==> src/rtl/pipe_hazard_ctrl.sv <==
// -----------------------------------------------------------------------------
// pipe_hazard_ctrl
//
// Central stall/flush controller for the 5-stage RV32I pipeline. Looks at the
// instructions sitting in ID and EX, the EX-stage redirect and the MEM-stage
// data-memory handshake, and decides every cycle whether the pipe advances,
// freezes, inserts a bubble or squashes the younger stages.
//
// Ports
//   i_clk          clock
//   i_rst_n        asynchronous active-low reset
//   i_instr_id     instruction currently in ID
//   i_instr_ex     instruction currently in EX
//   i_rd_wren_ex   EX instruction writes rd
//   i_wb_sel_ex    EX instruction writeback select
//   i_pc_sel_ex    EX redirect (taken branch / jump)
//   i_mem_req_mem  MEM-stage instruction accesses data memory
//   i_mem_ack      data memory completes the access this cycle
//   o_enable_if    PC and IF/ID register enable
//   o_enable_id    ID/EX register enable
//   o_enable_ex    EX/MEM register enable
//   o_enable_mem   MEM/WB register enable
//   o_flush_if_n   IF/ID bubble insert, active-low
//   o_flush_id_n   ID/EX bubble insert (NOP), active-low
//   o_mem_err      one-cycle pulse when a memory access is abandoned
//   o_stall_cnt    saturating count of stall cycles
//   o_flush_cnt    saturating count of acted-on redirects
//
// Enables and flushes are combinational so they act in the cycle the hazard
// is seen; o_mem_err and both counters are registered.
// -----------------------------------------------------------------------------
module pipe_hazard_ctrl #(
  parameter logic [1:0] WB_LOAD     = 2'b01,
  parameter int         MEM_TIMEOUT = 16,
  parameter int         CNT_W       = 16
) (
  input  logic             i_clk,
  input  logic             i_rst_n,
  input  logic [31:0]      i_instr_id,
  input  logic [31:0]      i_instr_ex,
  input  logic             i_rd_wren_ex,
  input  logic [1:0]       i_wb_sel_ex,
  input  logic             i_pc_sel_ex,
  input  logic             i_mem_req_mem,
  input  logic             i_mem_ack,
  output logic             o_enable_if,
  output logic             o_enable_id,
  output logic             o_enable_ex,
  output logic             o_enable_mem,
  output logic             o_flush_if_n,
  output logic             o_flush_id_n,
  output logic             o_mem_err,
  output logic [CNT_W-1:0] o_stall_cnt,
  output logic [CNT_W-1:0] o_flush_cnt
);

  // RV32I opcodes that matter for register-use decode
  localparam logic [6:0] OPC_LUI    = 7'b0110111;
  localparam logic [6:0] OPC_AUIPC  = 7'b0010111;
  localparam logic [6:0] OPC_JAL    = 7'b1101111;
  localparam logic [6:0] OPC_OP     = 7'b0110011;
  localparam logic [6:0] OPC_STORE  = 7'b0100011;
  localparam logic [6:0] OPC_BRANCH = 7'b1100011;

  // Last stalled cycle of a wait; the following cycle releases the pipe.
  localparam logic [7:0] WAIT_LAST = 8'(MEM_TIMEOUT - 1);

  typedef enum logic {
    ST_RUN,
    ST_MEM_WAIT
  } state_e;

  state_e           state_q, state_d;
  logic [7:0]       wait_cnt_q, wait_cnt_d;
  logic             mem_err_q, mem_err_d;
  logic [CNT_W-1:0] stall_cnt_q, stall_cnt_d;
  logic [CNT_W-1:0] flush_cnt_q, flush_cnt_d;

  // ---------------------------------------------------------------------------
  // Saturating increment: holds at all-ones instead of wrapping.
  // ---------------------------------------------------------------------------
  function automatic logic [CNT_W-1:0] sat_inc(input logic [CNT_W-1:0] v);
    if (&v) begin
      return v;
    end
    return v + CNT_W'(1);
  endfunction

  // ---------------------------------------------------------------------------
  // Register-use decode of the ID instruction and destination of EX
  // ---------------------------------------------------------------------------
  logic [6:0] opc_id;
  logic [4:0] rs1_id;
  logic [4:0] rs2_id;
  logic [4:0] rd_ex;
  logic       rs1_used;
  logic       rs2_used;
  logic       load_use;

  assign opc_id = i_instr_id[6:0];
  assign rs1_id = i_instr_id[19:15];
  assign rs2_id = i_instr_id[24:20];
  assign rd_ex  = i_instr_ex[11:7];

  // Fields outside the register specifiers play no part in hazard detection.
  logic unused_instr_bits;
  assign unused_instr_bits = ^{i_instr_id[31:25], i_instr_id[14:7],
                               i_instr_ex[31:12], i_instr_ex[6:0]};

  assign rs1_used = (opc_id != OPC_LUI) && (opc_id != OPC_AUIPC) &&
                    (opc_id != OPC_JAL);
  assign rs2_used = (opc_id == OPC_OP) || (opc_id == OPC_STORE) ||
                    (opc_id == OPC_BRANCH);

  // A load result is not available until after MEM, so a consumer in ID must
  // wait one cycle. x0 is never a real dependency.
  assign load_use = i_rd_wren_ex && (i_wb_sel_ex == WB_LOAD) &&
                    (rd_ex != 5'd0) &&
                    ((rs1_used && (rs1_id == rd_ex)) ||
                     (rs2_used && (rs2_id == rd_ex)));

  // ---------------------------------------------------------------------------
  // Memory stall. In the cycle right after a timeout (mem_err_q high) the
  // stuck access is dropped, so the handshake is ignored for that one cycle
  // and the pipe is allowed to move.
  // ---------------------------------------------------------------------------
  logic mem_stall;
  logic redirect;
  logic lu_stall;

  assign mem_stall = i_mem_req_mem && !i_mem_ack && !mem_err_q;
  // A redirect seen while frozen is simply re-evaluated once the pipe moves,
  // because EX holds the same branch until then.
  assign redirect  = i_pc_sel_ex && !mem_stall;
  // The squash from a redirect removes the dependent instruction anyway.
  assign lu_stall  = load_use && !mem_stall && !i_pc_sel_ex;

  // ---------------------------------------------------------------------------
  // Next-state logic for the wait FSM and the registered outputs
  // ---------------------------------------------------------------------------
  always_comb begin
    state_d     = state_q;
    wait_cnt_d  = wait_cnt_q;
    mem_err_d   = 1'b0;
    stall_cnt_d = stall_cnt_q;
    flush_cnt_d = flush_cnt_q;

    unique case (state_q)
      ST_RUN: begin
        if (mem_stall) begin
          state_d    = ST_MEM_WAIT;
          wait_cnt_d = 8'd1;
        end
      end
      ST_MEM_WAIT: begin
        if (!mem_stall) begin
          // ack, or the request went away: either way the access is over
          state_d    = ST_RUN;
          wait_cnt_d = 8'd0;
        end else if (wait_cnt_q == WAIT_LAST) begin
          // give up; the release cycle carries the error pulse
          state_d    = ST_RUN;
          wait_cnt_d = 8'd0;
          mem_err_d  = 1'b1;
        end else begin
          wait_cnt_d = wait_cnt_q + 8'd1;
        end
      end
      default: begin
        state_d    = ST_RUN;
        wait_cnt_d = 8'd0;
      end
    endcase

    if (mem_stall || lu_stall) begin
      stall_cnt_d = sat_inc(stall_cnt_q);
    end
    if (redirect) begin
      flush_cnt_d = sat_inc(flush_cnt_q);
    end
  end

  always_ff @(posedge i_clk or negedge i_rst_n) begin
    if (!i_rst_n) begin
      state_q     <= ST_RUN;
      wait_cnt_q  <= 8'd0;
      mem_err_q   <= 1'b0;
      stall_cnt_q <= '0;
      flush_cnt_q <= '0;
    end else begin
      state_q     <= state_d;
      wait_cnt_q  <= wait_cnt_d;
      mem_err_q   <= mem_err_d;
      stall_cnt_q <= stall_cnt_d;
      flush_cnt_q <= flush_cnt_d;
    end
  end

  // ---------------------------------------------------------------------------
  // Stage enables and bubble inserts, priority: reset > mem_stall > redirect >
  // load-use > normal.
  // ---------------------------------------------------------------------------
  always_comb begin
    o_enable_if  = 1'b1;
    o_enable_id  = 1'b1;
    o_enable_ex  = 1'b1;
    o_enable_mem = 1'b1;
    o_flush_if_n = 1'b1;
    o_flush_id_n = 1'b1;

    if (!i_rst_n) begin
      o_enable_if  = 1'b0;
      o_enable_id  = 1'b0;
      o_enable_ex  = 1'b0;
      o_enable_mem = 1'b0;
      o_flush_if_n = 1'b0;
      o_flush_id_n = 1'b0;
    end else if (mem_stall) begin
      // whole pipe frozen, nothing squashed
      o_enable_if  = 1'b0;
      o_enable_id  = 1'b0;
      o_enable_ex  = 1'b0;
      o_enable_mem = 1'b0;
    end else if (redirect) begin
      // wrong-path instructions in IF and ID become bubbles
      o_flush_if_n = 1'b0;
      o_flush_id_n = 1'b0;
    end else if (lu_stall) begin
      // hold PC and IF/ID, send a bubble into EX while the load moves on
      o_enable_if  = 1'b0;
      o_flush_id_n = 1'b0;
    end
  end

  assign o_mem_err   = mem_err_q;
  assign o_stall_cnt = stall_cnt_q;
  assign o_flush_cnt = flush_cnt_q;

endmodule

==> config.mk <==
export PLATFORM = sky130hd
export DESIGN_NAME = pipe_hazard_ctrl
export DESIGN_NICKNAME = d
export VERILOG_FILES = /design/src/rtl/pipe_hazard_ctrl.sv
export SDC_FILE = /design/constraint.sdc
export NUM_CORES = 1
export LEC_CHECK = 0
export BUFFER_PORTS_ARGS = -buffer_cell sky130_fd_sc_hd__buf_2
export CAP_MARGIN = 25
export CORE_ASPECT_RATIO = 1.2
export CORE_MARGIN = 2
export CORE_UTILIZATION = 40
export DETAILED_ROUTE_END_ITERATION = 8
export GPL_TIMING_DRIVEN = 0
export PLACE_DENSITY = 0.82
export SETUP_SLACK_MARGIN = 0.1
export SLEW_MARGIN = 20
export SYNTH_ARGS = -nofsm -noshare
export SYNTH_HDL_FRONTEND = slang
export SYNTH_SLANG_ARGS = --single-unit
==> constraint.sdc <==
create_clock -name i_clk -period 3.51 [get_ports i_clk]
set_input_delay 0.1755 -clock i_clk [delete_from_list [all_inputs] [get_ports i_clk]]
set_output_delay 0.1755 -clock i_clk [all_outputs]
set_load 0.1 [all_outputs]
* Word level (Yosys, flattened, before mapping)
Cells that the tools add are included.
Operators by class: shifts and indexed selects 0, divide/modulo/power cells 0, reductions and logical operators 25, multiply operators 0, muxes and demuxes 29, add/sub/neg operators 3, equal/unequal tests 13, bitwise operators 1, magnitude comparators 0
Operators by type and width (number):
- adder 16 x 1 -> 16 bit, second input constant | 2
- two-way mux 16 bit | 2
- AND reduction 16 bit | 2
- two-way mux 8 bit | 3
- two-way mux 1 bit | 22
- case mux 8 bit (2 select lines) | 1
- equality test 7 x 6 -> 1 bit, second input constant | 2
- logical AND 1 bit | 12
- equality test 5 bit | 2
- adder 8 x 1 -> 8 bit, second input constant | 1
- equality test 8 x 4 -> 1 bit, second input constant | 1
- equality test 7 bit, second input constant | 1
- inequality test 7 x 5 -> 1 bit, second input constant | 1
- inequality test 7 x 6 -> 1 bit, second input constant | 1
- inequality test 7 bit, second input constant | 1
- inequality test 2 bit, second input constant | 3
- nonzero test 5 bit | 1
- zero test 1 bit | 4
- logical OR 1 bit | 4
- AND reduction 2 bit | 2
- equality test 2 x 1 -> 1 bit, second input constant | 1
- case mux 1 bit (2 select lines) | 1
- NOT 1 bit | 1
Storage, ports and cells: memories 0, memory bits (read-only) 0, register bits after elaboration 42, output and inout bits 39, RAM bits 0, bits of input ports 72, logic and storage cells 76, latch bits 0

* Longest topological paths before layout
Gate-level depths: netlist (run 1).
word-level depth 12, depth in mapped cells 8, gate-level depth less buffers 7

* Worst setup path before layout (run 1)
No wires, ideal clock.
path type flip-flop to output port, start point register mem_err_q (netlist: o_mem_err), end point output o_flush_id_n, setup slack 123 ps, data required time 3334 ps, cell stages (with the launch flop) 6, arrival 3211 ps, path buffers 1, cell sequence dfrtp_1 -> or3b_2 -> clkbuf_2 -> nand2_1 -> nand2_1 -> a31oi_1
Between the ends: word-level cells in the longest chain between the ends 9, elaborated cells on any way between the ends 10, those cells by class 4 x mux; 6 x reduce/logical
RTL lines:
- start, declared | RTL line 75 | logic mem_err_q, mem_err_d;
- start signal, assigned | RTL line 193 | mem_err_q <= mem_err_d;
- zero test 1 bit * | RTL line 131 | assign mem_stall = i_mem_req_mem && !i_mem_ack && !mem_err_q;
- logical AND 1 bit * | RTL line 131
- zero test 1 bit
- logical AND 1 bit (2 in series) | RTL line 136 | assign lu_stall = load_use && !mem_stall && !i_pc_sel_ex;
- two-way mux 1 bit | RTL line 228 | end else if (lu_stall) begin
- two-way mux 1 bit | RTL line 224 | end else if (redirect) begin
- two-way mux 1 bit * | RTL line 218 | end else if (mem_stall) begin
- two-way mux 1 bit * | RTL line 211 | if (!i_rst_n) begin
- end, declared | RTL line 51 | output logic o_flush_id_n,
Mark *: on every way between the ends. The rest lies on a longest branch, timed or not.

* Worst setup path after layout (run 1)
Same ends and word-level chain as after synthesis.

==> flow_summary.json, run 1 <==
{
  "status": "finished clean",
  "n_antenna_cell": 0,
  "layout_min_cycle_time_ps": 2350,
  "clock-sinks": 42,
  "r2r_slack_ps": 1350,
  "overflow": 0,
  "crit_path_max_fanout": 8,
  "m1WireLength_um": 2150,
  "cp-end-kind": "output port",
  "initial_core_util_pct": 41.4,
  "worst_pin_slew_ps": 625,
  "synth_area_sq_um": 2330,
  "yosysWarnings": 0,
  "ios": 111,
  "instances_no_fill": 372,
  "ir_drop_uv": 449,
  "cp.arrival_ps": 2180,
  "yosys.area.top_type": "dfrtp_1",
  "syn-num-nets": 305,
  "max_cap_viol_count": 0,
  "hpwl_um": 3780,
  "grt_use_total_pct": 16.0,
  "gp_congestion": 0.869,
  "rsz0062_at_grt": "no",
  "synth.area.top_cells": "dfrtp_1 (45%), xnor2_1 (7.9%), xor2_1 (5.3%), nand4_1 (4.0%), nand3_1 (3.0%)",
  "firstDrtPassIters": 4,
  "setup_tns_ps": 0,
  "routedWlPerCell_um": 13.2,
  "maxSlewViolCount": 0,
  "start_kind": "flip-flop",
  "worstSkewPairLatency_ps": 290,
  "ys.flop_type": "dfrtp_1",
  "dp.cells": 362,
  "area_delta_synth_final_pct": 25.3,
  "antenna_found_initial": 0,
  "synthArstFlopShare_pct": 100,
  "regArea_sq_um": 1050,
  "dr_wl_met3_um": 220,
  "nets": 382,
  "ant_nets": 0,
  "cts_tree": "built",
  "preCtsSetupSlack_ps": 1350,
  "port-buffer-count": 68,
  "ys_seq_area_share_pct": 45.1,
  "drt_iter0_markers": 85,
  "nFillCells": 530,
  "synth.most_common_cell": "dfrtp_1",
  "vias": 2007,
  "core_sq_um": 5630,
  "cts.clk_slew.worst_paths_ps": 80,
  "min_path_type": "input port to flip-flop",
  "cts_resized": 0,
  "hold_path_depth": 4,
  "synth_top_cell_area_share_pct": 45.1,
  "hold_viol": 0,
  "yosys-top-cells-count": "dfrtp_1 (42), xnor2_1 (21), nand2_1 (18)",
  "route.met2.wl_um": 2440,
  "synth_cell_types": 49,
  "max_freq_mhz": 425,
  "relSlewSlack_pct": 57.9,
  "grt_pass1_vias": 1866,
  "route.detailed.drc": 0,
  "grt_max_degree": 45,
  "cts.path.max_buffers": 2,
  "numCtsBuffers": 5,
  "avgViaCountPerCell": 5.40,
  "synthCells": 230,
  "placementRows": 30,
  "avgSynthCellArea_sq_um": 10.1,
  "power_density_nw_per_um2": 656,
  "ff2ff_path_depth": 8,
  "ys_seq_elements": 42,
  "die_y_um": 87.6,
  "cts_hold_buf": 0,
  "whs_ps": 236,
  "die-area_sq_um": 6450,
  "finalSetupViolCount": 0,
  "crit_type": "flip-flop to output port",
  "drive_above_1_share_pct": 32.8,
  "power.leakage_nw": 1.43,
  "worst_slack_ps": 1160,
  "top_layer": "met4",
  "grt_pass1_wl_um": 8170,
  "wl_um": 4900,
  "die_w_um": 73.7,
  "finalCritPeriodShare_pct": 67.0,
  "synth-edff-count": 0,
  "worstPathRequired_ps": 3330,
  "multi_input_area_sq_um": 1200,
  "fin_worst_skew_ps": 10.3,
  "h-tree-depth": 2,
  "cts_root_buffer": "clkbuf_8",
  "postCtsSetupBuffers": 0
}
power by group:
group / switching (mW) / internal, mW
Combinational: 0.660 / 0.162
Clock: 0.171 / 0.285
Sequential: 0.0824 / 0.555
Total: 0.913 / 1.00
registers in the layout, indices dropped and copies added (netlist names):
| signal | count |
|---|---|
| o_flush_cnt | 16 |
| o_mem_err | 1 |
| o_stall_cnt | 16 |
| state_q | 1 |
| wait_cnt_q | 8 |
cells in the final DEF, fill, tap and decap left out, drive strengths merged, types with 2 or more instances in the layout:
cell type / synthesis / layout
nand2: 18 / 18
nor3: 3 / 3
nor2b: 2 / 2
and2: 4 / 4
nor2: 13 / 13
a31oi: 3 / 3
nor4: 3 / 3
o2111ai: 2 / 2
o21ai: 10 / 10
dfrtp: 42 / 42
o31ai: 4 / 4
or3b: 2 / 2
buf: 5 / 74
xnor2: 21 / 21
a21oi: 5 / 5
mux2: 4 / 4
xor2: 14 / 14
inv: 4 / 4
nand3: 15 / 15
nand4b: 3 / 3
and3: 13 / 13
nand2b: 3 / 3
ha: 3 / 3
nand4: 15 / 15
and4: 3 / 3
clkbuf: 3 / 8
bufinv: 0 / 2
per-stage QoR:
step	total power [mW]	util [%]	instance area, sq um
final	1.91	51.8	2920
after global routing	1.99	51.8	2920
after CTS	1.93	51.3	2890
after detailed placement	1.47	48.8	2750
after global placement	1.46	48.8	2750
after floorplan	1.32	-	2330
critical path, stage by stage, from the launching register on:
cell	delay, ps
dfrtp_1	400
or3b_2	440
clkbuf_2	200
nand2_1	160
nand2_1	80
a31oi_1	140
buf_2	450
metal layers:
metal | up-vias | global-route usage, %
li1 | 984 | -
met1 | 963 | 19.3
met2 | 53 | 27.4
met3 | 7 | 3.22
met4 | 0 | 6.61
met5 | - | 0
worst paths after layout:
path,from,end
min reg2reg,o_flush_cnt[4]$_DFFE_PN0P_,o_flush_cnt[4]$_DFFE_PN0P_
min,i_mem_ack,wait_cnt_q[2]$_DFFE_PN0P_
max,o_mem_err$_DFF_PN0_,o_flush_id_n
max reg2reg,wait_cnt_q[0]$_DFFE_PN0P_,wait_cnt_q[5]$_DFFE_PN0P_
min in group asynchronous,i_rst_n,o_flush_cnt[8]$_DFFE_PN0P_
max in group asynchronous,i_rst_n,o_stall_cnt[12]$_DFFE_PN0P_
layout make-up:
type                    count  area share, %
multi-input cells         176           41.3
repair buffers             70           12.7
clock buffers               5           2.36
well taps                  64           2.75
inverters                   4          0.515
flip-flops and latches     42           36.0
plain buffers               8           2.02
clock inverters             3           2.36
cells by family after synthesis:
kind of cell,count (synthesis),synth area share [%]
and+or+nand+nor,106,26.8
AOI/OAI and AO/OA,27,7.58
buffers and inverters,12,3.17
DFF,42,45.1
xor gates and xnor gates,35,13.2
adders and majority gates,3,1.61
muxes,5,2.53
No activity file was read; power rests on OpenSTA's default activity.
==> inputs of run 2 (changes only) <==
- clock period: 3.51 -> 2.35 ns (I/O delays scaled with it)
==> run 2 against run 1 <==
Effect of this change:
- sequential share of layout area is 0.52 points higher
- setup slack got worse by 1000 ps
- power is 40% higher
- combinational power up 51%
- wire length is 6.9% higher
- via count rose by 0.85%
- global-route usage up 1.4 points
- critical endpoint unchanged
==> flow_summary.json, run 2 (synthesized netlist as in run 1, its figures left out) <==
{
  "status": "finished clean",
  "routedWlPerCell_um": 14.1,
  "wl_um": 5240,
  "min_path_type": "input port to flip-flop",
  "firstDrtPassIters": 4,
  "gp_congestion": 0.780,
  "ant_nets": 0,
  "drt_iter0_markers": 58,
  "ios": 111,
  "route.detailed.drc": 0,
  "hpwl_um": 3890,
  "cts.clk_slew.worst_paths_ps": 80,
  "layout.cells.most_common": "buf_2",
  "initial_core_util_pct": 41.4,
  "regArea_sq_um": 1080,
  "die_w_um": 73.7,
  "layout_min_cycle_time_ps": 2200,
  "final_cell_mix": "buf_2 (66), xnor2_1 (21), dfrtp_2 (21), dfrtp_1 (21), nand2_1 (18)",
  "setup_tns_ps": 0,
  "crit_path_max_fanout": 8,
  "nets": 383,
  "cts_root_buffer": "clkbuf_8",
  "area_delta_synth_final_pct": 26.5,
  "power_density_nw_per_um2": 913,
  "max_freq_mhz": 455,
  "grtUsageMet2_pct": 31.4,
  "grt.met1_usage_pct": 19.2,
  "die_y_um": 87.6,
  "h-tree-depth": 2,
  "multi_input_area_sq_um": 1230,
  "vias": 2024,
  "n_antenna_cell": 0,
  "worstSkewPairLatency_ps": 290,
  "hold_viol": 0,
  "grt_pass1_vias": 2009,
  "numCtsBuffers": 5,
  "grt_max_degree": 40,
  "clock-sinks": 42,
  "ir_drop_uv": 1110,
  "antenna_found_initial": 0,
  "placementRows": 30,
  "overflow": 0,
  "avgViaCountPerCell": 5.43,
  "max_cap_viol_count": 0,
  "reg2reg_from": "o_flush_cnt[0]$_DFFE_PN0P_",
  "startpoint": "o_mem_err$_DFF_PN0_",
  "maxSlewViolCount": 0,
  "grt_use_total_pct": 17.4,
  "rsz0062_at_grt": "yes",
  "whs_ps": 172,
  "die-area_sq_um": 6450,
  "core_sq_um": 5630,
  "use_met3_pct": 3.91,
  "relSlewSlack_pct": 67.5,
  "cp-end-kind": "output port",
  "postCtsSetupBuffers": 0,
  "cts.path.max_buffers": 2,
  "finalSetupViolCount": 0,
  "grt-busiest-layer": "met2",
  "worstPathRequired_ps": 2230,
  "grt_pass1_wl_um": 8790,
  "crit_type": "flip-flop to output port",
  "worst_pin_slew_ps": 491,
  "cts_tree": "built",
  "fin_worst_skew_ps": 7.58,
  "hold_start": "i_mem_ack",
  "port-buffer-count": 68,
  "start_kind": "flip-flop",
  "finalCritPeriodShare_pct": 93.4,
  "drive_above_1_share_pct": 40.5,
  "power.leakage_nw": 1.39,
  "nFillCells": 517,
  "cp.arrival_ps": 2080
}
[run 2: per-stage QoR]
step | utilization [%] | area, sq um | power, mW | setup WS, ps | instances
3_5_place_dp | 49.6 | 2800 | 2.23 | 214 | 362
3_3_place_gp | 49.6 | 2800 | 2.21 | 246 | 362
4_1_cts | 52.0 | 2930 | 2.72 | 87.0 | 373
2_1_floorplan | - | 2370 | 1.99 | 103 | 230
6_report | 52.3 | 2950 | 2.69 | 154 | 373
5_1_grt | 52.3 | 2950 | 2.81 | 49.0 | 373
[run 2: cell type report]
cell class	count	area share, %
Sequential cell	42	36.6
Tap cell	64	2.72
Buffer	8	2.00
Inverter	4	0.510
Timing Repair Buffer	71	13.4
Clock inverter	3	0.722
Clock buffer	5	2.34
Multi-Input combinational cell	176	41.7
[run 2: path summary, 6_finish.rpt]
kind / to / depth (start not counted) / slack (ps)
setup / recovery: o_flush_id_n / 6 / 150
hold / removal: wait_cnt_q[2]$_DFFE_PN0P_ / 4 / 170
min in group asynchronous: wait_cnt_q[1]$_DFFE_PN0P_ / 2 / 270
hold reg to reg: o_stall_cnt[5]$_DFFE_PN0P_ / 1 / 480
setup reg to reg: o_flush_cnt[15]$_DFFE_PN0P_ / 7 / 340
max in group asynchronous: o_mem_err$_DFF_PN0_ / 3 / 1690
[run 2: where the power goes]
part | total [mW] | leakage, nW | internal (mW) | switching (mW)
Sequential | 0.978 | 0.523 | 0.849 | 0.130
Clock | 0.468 | 0.0441 | 0.209 | 0.259
Combinational | 1.24 | 0.824 | 0.251 | 0.992
Total | 2.69 | 1.39 | 1.31 | 1.38
[run 2: what timing repair did]
| action | CTS | global route |
|---|---|---|
| pin swaps | 0 | 0 |
| gates resized for setup | 2 | 4 |
| hold buffers | 3 | 0 |
| setup endpoints to repair | 2 | 4 |
| hold endpoints to repair | 3 | 0 |
[run 2: critical path: stages (launching register included)]
cell and delay [ps]:
dfrtp_2 420, or3b_2 430, clkbuf_2 220, nand2_1 180
nand2_1 130, a31oi_4 160, buf_6 240
[run 2: metal layers]
| metal | share of wire [%] | routed length (um) |
|---|---|---|
| met1 | 41 | 2160 |
| met2 | 53 | 2780 |
| met3 | 3.8 | 197 |
| met4 | 2.1 | 112 |
| met5 | 0 | 0 |
==> inputs of run 3 (changes only) <==
- ABC_AREA: unset -> 1
- PLACE_DENSITY: 0.82 -> 0.8
==> run 3 against run 2 <==
Effect of this change:
- fmax grew 4.9%
- final cell count up 33%
- largest power group unchanged
- critical endpoint is now o_enable_if
- die area increased by 9.8%
==> flow_summary.json, run 3 <==
{
  "worstSkewPairLatency_ps": 290,
  "intPower_mw": 1.24,
  "hold_viol": 0,
  "firstDrtPassIters": 5,
  "synth-edff-count": 0,
  "critPathTopFamily": "simple AND/OR/NAND/NOR gates",
  "swShare_pct": 51.3,
  "instances_no_fill": 497,
  "placementRows": 32,
  "power_density_nw_per_um2": 801,
  "grt_pass1_vias": 2364,
  "ios": 111,
  "cp-end-kind": "output port",
  "drt_iter0_markers": 127,
  "multi_input_area_sq_um": 1310,
  "n_antenna_cell": 0,
  "crit_type": "flip-flop to output port",
  "grt_use_total_pct": 16.9,
  "cts.clk_slew.worst_paths_ps": 80,
  "clock-sinks": 42,
  "cp.arrival_ps": 1980,
  "antenna_found_initial": 0,
  "avgSynthCellArea_sq_um": 7.72,
  "ir_drop_uv": 1050,
  "ys.flop_type": "dfrtp_1",
  "worst_path_max_delay_cell": "dfrtp_2",
  "route.detailed.drc": 0,
  "grt-busiest-layer": "met2",
  "layout.cells.most_common": "nand2_1",
  "initial_core_util_pct": 40.6,
  "setup_tns_ps": 0,
  "ys_seq_elements": 42,
  "h-tree-depth": 2,
  "synth.area.top_cells": "dfrtp_1 (41%), nand2_1 (13%), xor2_1 (8.5%), inv_1 (6.9%), nand3_1 (6.2%)",
  "regArea_sq_um": 1050,
  "path_cells": "inv_1, nand2_2, nand4_1, a21oi_2, nand3_1, nand2_4, buf_6, nor2_4, clkbuf_4",
  "yosysWarnings": 0,
  "crit_path_max_fanout": 10,
  "overflow": 0,
  "p_comb_share_pct": 45.0,
  "yosys.area.top_type": "dfrtp_1",
  "cts_tree": "built",
  "power.switching_mw": 1.30,
  "synthArstFlopShare_pct": 100,
  "crit_path_max_incr_delay_ps": 360,
  "pwr-share-seq_pct": 37.3,
  "dp.cells": 486,
  "max_cap_viol_count": 0,
  "cts.path.max_buffers": 2,
  "worst_pin_slew_ps": 487,
  "worstPathRequired_ps": 2230,
  "maxSlewViolCount": 0,
  "power.leakage_nw": 1.72,
  "ys_seq_area_share_pct": 40.9,
  "grt_pass1_wl_um": 10000,
  "critPathBufInv": 3,
  "synth.most_common_cell": "nand2_1",
  "synth_area_sq_um": 2570,
  "grt.met1_usage_pct": 20.8,
  "grtUsageMet2_pct": 29.6,
  "layout_min_cycle_time_ps": 2090,
  "port-buffer-count": 68,
  "finalCritPeriodShare_pct": 89.1,
  "use_met3_pct": 3.64,
  "nets": 486,
  "relSlewSlack_pct": 67.4,
  "drive_above_1_share_pct": 26.2,
  "final_cell_mix": "nand2_1 (90), buf_2 (67), inv_1 (47)",
  "synth_cell_types": 28,
  "nFillCells": 630,
  "syn-num-nets": 408,
  "area_delta_synth_final_pct": 23.6,
  "cts_root_buffer": "clkbuf_8",
  "die_y_um": 91.8,
  "core_sq_um": 6330,
  "min_path_type": "input port to flip-flop",
  "fin_worst_skew_ps": 7.50,
  "synthCells": 333,
  "status": "finished clean",
  "postCtsSetupBuffers": 0,
  "die-area_sq_um": 7080,
  "ant_nets": 0,
  "yosys-top-cells-count": "nand2_1 (90), inv_1 (47), dfrtp_1 (42)",
  "synth_top_cell_area_share_pct": 40.9,
  "max_freq_mhz": 478,
  "avgViaCountPerCell": 4.84,
  "rsz0062_at_grt": "no",
  "pwr-share-clk_pct": 17.7,
  "wl_um": 5740,
  "vias": 2404,
  "die_w_um": 77.2,
  "routedWlPerCell_um": 11.5,
  "grt_max_degree": 45,
  "start_kind": "flip-flop",
  "fin_area_sq_um": 3180,
  "fin_util_pct": 50.2,
  "gp_congestion": 0.828,
  "hpwl_um": 4190,
  "placed_area_sq_um": 3050,
  "numCtsBuffers": 5,
  "finalSetupViolCount": 0
}
[run 3: cell families after synthesis]
kind of cell               share of synthesized area, %
adders and majority gates                          1.46
xor gates and xnor gates                           10.9
buffers and inverters                              9.49
DFF                                                40.9
AOI/OAI and AO/OA                                  3.46
and+or+nand+nor                                    33.8
[run 3: through the flow]
stage                     worst slack (ps)  power [mW]  hold slack (ps)
after floorplan                       46.1        1.89             -178
after global placement                 299        2.08              326
after detailed placement               251        2.10              342
after CTS                              123        2.57             16.6
after global routing                   107        2.66              336
final                                  256        2.54              309
[run 3: final timing paths]
| kind | from | end | slack, ps | cells after the start |
|---|---|---|---|---|
| worst max-delay path | o_mem_err$_DFF_PN0_ | o_enable_if | 260 | 9 |
| worst min-delay path | i_mem_ack | wait_cnt_q[2]$_DFFE_PN0P_ | 310 | 5 |
| worst max register to register | o_stall_cnt[0]$_DFFE_PN0P_ | o_stall_cnt[13]$_DFFE_PN0P_ | 640 | 12 |
| worst min register to register | state_q$_DFF_PN0_ | wait_cnt_q[0]$_DFFE_PN0P_ | 470 | 1 |
| max in group asynchronous | i_rst_n | o_stall_cnt[4]$_DFFE_PN0P_ | 1120 | 3 |
| min in group asynchronous | i_rst_n | o_stall_cnt[8]$_DFFE_PN0P_ | 330 | 3 |
[run 3: power groups by stage]
stage	combinational, mW	sequential [mW]	clock, mW
global route	1.21	0.968	0.489
detailed placement	1.14	0.962	0
global placement	1.12	0.959	0
CTS	1.14	0.949	0.473
floorplan	0.301	1.58	0
finish	1.14	0.949	0.450
[run 3: area by class of cell]
class,count,share of cell area (%)
timing repair buffer,71,12.1
sequential,42,33.2
tap,85,3.35
clock inverter,2,0.315
buffer,5,1.54
clock buffer,6,2.29
multi-input combinational,234,41.1
inverter,52,6.15
[run 3: layer usage]
metal | wire length [um] | share of wire, %
met5 | 0 | 0
met4 | 29 | 0.51
met1 | 2520 | 44
met3 | 359 | 6.3
met2 | 2830 | 49
[run 3: tightest hold or removal path: cells and delay by family]
| kind | cells | cell delay (ps) |
|---|---|---|
| AO/OA/AOI/OAI | 1 | 60 |
| buffers and inverters | 1 | 70 |
| AND/OR/NAND/NOR | 3 | 300 |
[run 3: repair_timing]
action,in CTS,in global routing
hold buffers,0,2
endpoints found under the hold margin,0,10
gates resized for setup,0,2
setup endpoints to repair,0,1
